`src/rtl/primary_descrambler_3_if.sv`:
```
// rtl/primary_descrambler_3_if.sv - host register bus and data stream bundle for primary_descrambler_3
interface primary_descrambler_3_if #(
  parameter int NUM_OF_STEPS = 13
) ();
  logic                    write;
  logic [11:0]             addr;
  logic [31:0]             lfsrdin;
  logic                    din_valid;
  logic                    sof;
  logic [NUM_OF_STEPS-1:0] din;
  logic                    dout_valid;
  logic [NUM_OF_STEPS-1:0] dout;
  logic [1:0]              state;
  logic                    err;

  modport master (
    output write, addr, lfsrdin, din_valid, sof, din,
    input  dout_valid, dout, state, err
  );

  modport slave (
    input  write, addr, lfsrdin, din_valid, sof, din,
    output dout_valid, dout, state, err
  );
endinterface

```
`src/rtl/primary_descrambler_3.sv`:
```
// rtl/primary_descrambler_3.sv - 347-bit LFSR descrambler, 13 bits/word, seed reload on sof; optional PRIMARY_DESCR_BYPASS_EN
module primary_descrambler_3 #(
  parameter int POLY_WIDTH   = 347,
  parameter int NUM_OF_STEPS = 13
) (
  input  logic                  clk,
  input  logic                  rst_n,
  primary_descrambler_3_if.slave bus
);

  typedef enum logic [1:0] {
    IDLE  = 2'd0,
    ARMED = 2'd1,
    RUN   = 2'd2
  } state_t;

  localparam int MSB = POLY_WIDTH - 1;

  state_t                  state_q, state_d;
  logic [POLY_WIDTH-1:0]   seed_q, lfsr_q, base, advanced;
  logic [NUM_OF_STEPS-1:0] ks, dout_q;
  logic                    dout_valid_q, err_q, arm_q, arm_d;
  logic [15:0]             frame_len_q, wcnt_q, wcnt_d;
  logic                    accept, reseed, ctrl_wr, err_set, err_clr;
`ifdef PRIMARY_DESCR_BYPASS_EN
  logic                    bypass_q;
`endif

  // one LFSR step: MSB feeds back into bit 0 and the five tap positions
  function automatic logic [POLY_WIDTH-1:0] lfsr_step(input logic [POLY_WIDTH-1:0] s);
    logic [POLY_WIDTH-1:0] n;
    n      = {s[MSB-1:0], s[MSB]};
    n[31]  = s[30]  ^ s[MSB];
    n[64]  = s[63]  ^ s[MSB];
    n[162] = s[161] ^ s[MSB];
    n[209] = s[208] ^ s[MSB];
    n[236] = s[235] ^ s[MSB];
    return n;
  endfunction

  // decode word acceptance, frame restart and host control writes
  always_comb begin
    accept  = 1'b0;
    reseed  = 1'b0;
    ctrl_wr = bus.write && (bus.addr == 12'h0AC);
    arm_d   = ctrl_wr ? bus.lfsrdin[0] : arm_q;
    if (bus.din_valid) begin
      if (state_q == ARMED && bus.sof) accept = 1'b1;
      if (state_q == RUN)              accept = 1'b1;
    end
    reseed  = accept && bus.sof;
    err_set = accept && bus.sof && (state_q == RUN);
    err_clr = ctrl_wr && bus.lfsrdin[2];
    wcnt_d  = reseed ? 16'd1 : wcnt_q + 16'd1;
  end

  // keystream from the pre-word state and the state 13 steps later
  always_comb begin
    base     = reseed ? seed_q : lfsr_q;
    advanced = base;
    for (int i = 0; i < NUM_OF_STEPS; i++) advanced = lfsr_step(advanced);
    ks = '0;
    for (int k = 0; k < NUM_OF_STEPS; k++) ks[k] = base[MSB-k];
`ifdef PRIMARY_DESCR_BYPASS_EN
    if (bypass_q) ks = '0;
`endif
  end

  // next state; a disarm write overrides every other transition
  always_comb begin
    state_d = state_q;
    case (state_q)
      IDLE:    if (arm_d) state_d = ARMED;
      ARMED:   if (accept) state_d = RUN;
      RUN:     if (accept && !bus.sof && frame_len_q != 16'd0 && wcnt_d == frame_len_q)
                 state_d = ARMED;
      default: state_d = IDLE;
    endcase
    if (!arm_d) state_d = IDLE;
  end

  // state register
  always_ff @(posedge clk) begin
    if (!rst_n) state_q <= IDLE;
    else        state_q <= state_d;
  end

  // host-writable seed shadow, control and frame length
  always_ff @(posedge clk) begin
    if (!rst_n) begin
      seed_q      <= '0;
      arm_q       <= 1'b0;
      frame_len_q <= '0;
`ifdef PRIMARY_DESCR_BYPASS_EN
      bypass_q    <= 1'b0;
`endif
    end else if (bus.write) begin
      for (int n = 0; n < 10; n++)
        if (bus.addr == 12'(12'h0A1 + n)) seed_q[32*n +: 32] <= bus.lfsrdin;
      if (bus.addr == 12'h0AB) seed_q[MSB:320] <= bus.lfsrdin[MSB-320:0];
      if (bus.addr == 12'h0AD) frame_len_q <= bus.lfsrdin[15:0];
      if (ctrl_wr) begin
        arm_q    <= bus.lfsrdin[0];
`ifdef PRIMARY_DESCR_BYPASS_EN
        bypass_q <= bus.lfsrdin[1];
`endif
      end
    end
  end

  // working LFSR, word counter and registered output word
  always_ff @(posedge clk) begin
    if (!rst_n) begin
      lfsr_q       <= '0;
      wcnt_q       <= '0;
      dout_q       <= '0;
      dout_valid_q <= 1'b0;
    end else begin
      dout_valid_q <= accept;
      if (accept) begin
        lfsr_q <= advanced;
        wcnt_q <= wcnt_d;
        dout_q <= bus.din ^ ks;
      end
    end
  end

  // sticky framing error; a new error wins over a same-cycle clear
  always_ff @(posedge clk) begin
    if (!rst_n)       err_q <= 1'b0;
    else if (err_set) err_q <= 1'b1;
    else if (err_clr) err_q <= 1'b0;
  end

  assign bus.dout       = dout_q;
  assign bus.dout_valid = dout_valid_q;
  assign bus.state      = state_q;
  assign bus.err        = err_q;

endmodule

```
`src/flat_wrapper.sv`:
```
// flat-port wrapper written by rule: the top's interface ports become plain ports
module primary_descrambler_3_flat 
#(
  parameter int POLY_WIDTH   = 347,
  parameter int NUM_OF_STEPS = 13
)
  (clk, rst_n, bus_write, bus_addr, bus_lfsrdin, bus_din_valid, bus_sof, bus_din, bus_dout_valid, bus_dout, bus_state, bus_err);
  primary_descrambler_3_if #(.NUM_OF_STEPS(NUM_OF_STEPS)) bus_i ();
  input  logic clk;
  input  logic rst_n;
  input wire logic [$bits(bus_i.write)-1:0] bus_write;
  input wire logic [$bits(bus_i.addr)-1:0] bus_addr;
  input wire logic [$bits(bus_i.lfsrdin)-1:0] bus_lfsrdin;
  input wire logic [$bits(bus_i.din_valid)-1:0] bus_din_valid;
  input wire logic [$bits(bus_i.sof)-1:0] bus_sof;
  input wire logic [$bits(bus_i.din)-1:0] bus_din;
  output wire logic [$bits(bus_i.dout_valid)-1:0] bus_dout_valid;
  output wire logic [$bits(bus_i.dout)-1:0] bus_dout;
  output wire logic [$bits(bus_i.state)-1:0] bus_state;
  output wire logic [$bits(bus_i.err)-1:0] bus_err;
  assign bus_i.write = bus_write;
  assign bus_i.addr = bus_addr;
  assign bus_i.lfsrdin = bus_lfsrdin;
  assign bus_i.din_valid = bus_din_valid;
  assign bus_i.sof = bus_sof;
  assign bus_i.din = bus_din;
  assign bus_dout_valid = bus_i.dout_valid;
  assign bus_dout = bus_i.dout;
  assign bus_state = bus_i.state;
  assign bus_err = bus_i.err;
  primary_descrambler_3 #(.POLY_WIDTH(POLY_WIDTH), .NUM_OF_STEPS(NUM_OF_STEPS)) u_core (.clk(clk), .rst_n(rst_n), .bus(bus_i));
endmodule
```
`config.mk`:
```
export PLATFORM = sky130hd
export DESIGN_NAME = primary_descrambler_3_flat
export DESIGN_NICKNAME = d
export VERILOG_FILES = /design/src/rtl/primary_descrambler_3_if.sv /design/src/rtl/primary_descrambler_3.sv /design/src/flat_wrapper.sv
export SDC_FILE = /design/constraint.sdc
export NUM_CORES = 2
export LEC_CHECK = 0
export BUFFER_PORTS_ARGS = -buffer_cell sky130_fd_sc_hd__buf_2
export CORE_MARGIN = 8
export CORE_UTILIZATION = 55
export DETAILED_ROUTE_END_ITERATION = 8
export GPL_TIMING_DRIVEN = 0
export PLACE_DENSITY = 0.73
export REMOVE_ABC_BUFFERS = 1
export SYNTH_ARGS = -nofsm -noshare
export SYNTH_HDL_FRONTEND = slang
export SYNTH_SLANG_ARGS = --single-unit
export TNS_END_PERCENT = 20
```
`constraint.sdc`:
```
create_clock -name clk -period 3.17 [get_ports clk]
set_input_delay 0.4755 -clock clk [delete_from_list [all_inputs] [get_ports clk]]
set_output_delay 0.4755 -clock clk [all_outputs]
set_load 0.01 [all_outputs]
```
==> summary.md <==
| Metric | Value |
|---|---|
| Layout area overhead | 13.3% |
| GPL Wtd Cong | 0.840 |
| Multi-input logic area | 14300 um^2 |
| Clock slew at reported path FFs | 60 ps |
| Global-route wire length before repair | 135 mm |
| H-tree levels | 3 |
| Post-Place Cells | 3976 |
| Dpl ws | -1210 ps |
| F_max | 0.336 GHz |
| Top Ports | 79 |
| DR vias | 25.2k |
| Starting Density | 55.2% |
| Row count | 86 |
| WHS Path Cells | 3 |
| Max-cap violations | 0 |
| Status | complete, no violations |
| Fin Clk Skew | 29.6 ps |
| FF-to-FF path depth | 7 |
| Grt total ovfl | 0 |
| FF+latch area | 14900 um^2 |
| Die H | 250 um |
| Syn_area_per_cell | 8.73 um^2 |
| Port bufs | 78 |
| Max FO, Critical Path | 27 |
| Post-DP HPWL | 49.3 mm |
| Post-synthesis cell type count | 58 |
| WP buf/inv | 0 |
| Peak supply drop | 0.000418 V |
| Final-layout fill cell count | 4446 |
| Critical Path Max Stage Delay | 550 ps |
| Root buf cell | clkbuf_16 |
| Post-synth top flop | dfxtp_1 |
| Async S/R FF share, synth | 0% |
| Core area | 54800 um^2 |
| Synth Warn # | 0 |
| Worst hold path type | in -> reg |
| Worst-margin pin slew | 1260 ps |
| WP data required | 3680 ps |
| WL/cell | 21.0 um |
| Min Tclk post-route | 2970 ps |
| Die width | 250 um |
| CP Class | reg -> reg |
| Largest net degree at the start of global routing | 140 |
| CP arrival | 3490 ps |
| Clock Latency Late Sink | 640 ps |
| Via-per-instance ratio | 6.12 |
| Finish-stage setup viols | 0 |
| Mapped Area | 30200 um^2 |
| Unrepaired setup endpoints after global routing | false |
| P per Cell Area | 564 nW/um^2 |
| WP depth | 7 |
| FF-to-FF Start | u_core.bus.state[1]$_SDFFE_PN0P_ |
| TritonCTS buffer count | 76 |
| Clk buf depth | 3 |
| CTS tree | yes |
| Initial antenna violation count | 2 |
| Final Hold Fails | 0 |
| R2R Setup Slk | 200 ps |
| Startpoint Class | flip-flop |
| Vias in the first global route | 24.7k |
| Drt pass-1 iters | 6 |
| Fin cells | 4123 |
| Final WS setup | 197 ps |
| Critical path capture point type | flip-flop |
| Tcrit/Tclk final | 93.8% |
| Final core utilization | 62.5% |
| CP cell instances | nor2b_4 -> and3b_4 -> nand4_1 -> a2111o_1 -> a2111oi_4 -> a41oi_1 -> o21a_1 |
| Leak pwr | 12.2 nW |
| Post-DRT Antenna Nets | 0 |
| Max Transition Viols Final | 0 |
| CP delay by family, top | compound AO/OA/AOI/OAI gates |
| Crit-path slowest cell | and3b_4 |
| Slew headroom | 14.2% |
| Die area | 62700 um^2 |
| Seq/Total Area, Yosys | 49.3% |
| Final Net Count | 3421 |
| Drt initial violations | 2572 |
| GRT Total Usage | 26.2% |
| Setup TNS | 0 ps |
| EDFF count, synth | 0 |
| Reg-to-reg critical path endpoint | u_core.bus.state[1]$_SDFFE_PN0P_ |
| Synth Register Bits | 744 |
| DRC Markers | 0 |
| Layout cells sized above 1 | 8.81% |
| Detailed Route WL | 86.5 mm |
| WHS Endpoint | u_core.seed_q[222]$_SDFFE_PN0P_ |
| Hold path start | bus_lfsrdin[30] |
| Mapped Cells | 3463 |
| Clock sinks | 744 |
[worst min-delay path, stage by stage]
cell and delay (ps):
buf_2 190, nand2_1 90, a21oi_1 50
[synth_stat cells, types with 26 or more instances]
cell type | instances | area share [%]
xnor2_1 | 73 | 2.1
dfxtp_1 | 744 | 49
mux2i_1 | 309 | 10
a211oi_1 | 75 | 1.9
and3_1 | 98 | 2.0
nor2_1 | 329 | 4.1
nor2b_1 | 119 | 2.5
a221oi_1 | 98 | 2.8
a31oi_1 | 169 | 3.5
nand2_1 | 644 | 8.0
buf_2 | 26 | 0.43
clkbuf_1 | 262 | 3.3
a21oi_1 | 139 | 2.3
nand3_1 | 179 | 3.0
o21ai_0 | 29 | 0.48
[report_power, final]
part	switching, W	internal (W)	leakage [nW]
registers	0.000000289	0.00935	5.99
clock network	0.00379	0.00570	1.31
logic	0.000373	0.000102	4.89
[stage by stage]
stage	hold WS [ps]	cell area (um^2)	power (W)
2_1_floorplan	432	29000	0.00969
3_3_place_gp	437	30200	0.00999
3_5_place_dp	442	31400	0.0100
4_1_cts	213	34200	0.0194
5_1_grt	241	34200	0.0198
6_report	240	34200	0.0193
[worst max path at each step]
| stage | start | endpoint | slack [ps] |
|---|---|---|---|
| after floorplan | u_core.bus.state[0]$_SDFFE_PN0P_ | u_core.lfsr_q[251]$_SDFFE_PN0N_ | -8590 |
| after global placement | bus_sof | u_core.lfsr_q[251]$_SDFFE_PN0N_ | -19660 |
| after detailed placement | bus_sof | u_core.bus.dout[1]$_SDFFE_PN0N_ | -1210 |
| after CTS | u_core.bus.state[1]$_SDFFE_PN0P_ | u_core.bus.dout[0]$_SDFFE_PN0N_ | -4 |
| after global routing | u_core.wcnt_q[0]$_SDFFE_PN0N_ | u_core.bus.state[1]$_SDFFE_PN0P_ | 30 |
| final | u_core.bus.state[1]$_SDFFE_PN0P_ | u_core.bus.state[1]$_SDFFE_PN0P_ | 200 |
[sequential cells by signal, summed over array words and instances, names as in the netlist]
name / cells
u_core.bus.dout: 13
u_core.lfsr_q: 347
u_core.arm_q: 1
u_core.bus.state: 2
u_core.bus.dout_valid: 1
u_core.wcnt_q: 16
u_core.seed_q: 347
u_core.frame_len_q: 16
u_core.bus.err: 1
[area by class of cell]
class                   instances  share of cell area, %
diodes                          1                0.00731
clock buffers                 104                   6.43
flip-flops and latches        744                   43.5
repair buffers                132                   4.44
well taps                     704                   2.57
clock inverters                34                   1.35
inverters                       5                 0.0694
multi-input cells            2399                   41.6
[per-layer routing]
metal | up-vias | wire, um | part of all wire [%] | global-route usage (%)
li1 | 11700 | - | - | -
met4 | 0 | 3130 | 3.6 | 10.4
met5 | - | 0 | 0 | 0
met1 | 12300 | 36600 | 42 | 34.2
met2 | 1011 | 40200 | 46 | 42.8
met3 | 223 | 6530 | 7.5 | 4.75
[kinds of logic after synthesis]
family | count (synthesis) | synth area share [%]
AO/OA/AOI/OAI | 549 | 12.1
XOR/XNOR | 92 | 2.69
adder cells (fa/ha/maj) | 1 | 0.0414
buffers and inverters | 323 | 4.23
flip-flops | 744 | 49.3
multiplexers | 319 | 10.7
AND/OR/NAND/NOR | 1435 | 20.9
[what timing repair did]
item / CTS / global route
pin swaps: 1 / 4
hold buffers: 0 / 0
setup buffers: 2 / 2
setup endpoints to repair: 72 / 39
resized for setup: 7 / 4
gates cloned: 0 / 3
[cell usage in the layout, fill, tap and decap left out, drive strengths merged, types with 20 or more instances in the layout]
cell / count
nand3: 179
mux2i: 318
o21ai: 30
clkbuf: 104
buf: 132
xnor2: 74
and3: 98
a31oi: 169
nor2b: 119
nand2: 644
a221oi: 98
a211oi: 75
nor2: 331
dfxtp: 744
clkinv: 20
a21oi: 139
No activity file was read; power rests on OpenSTA's default activity.
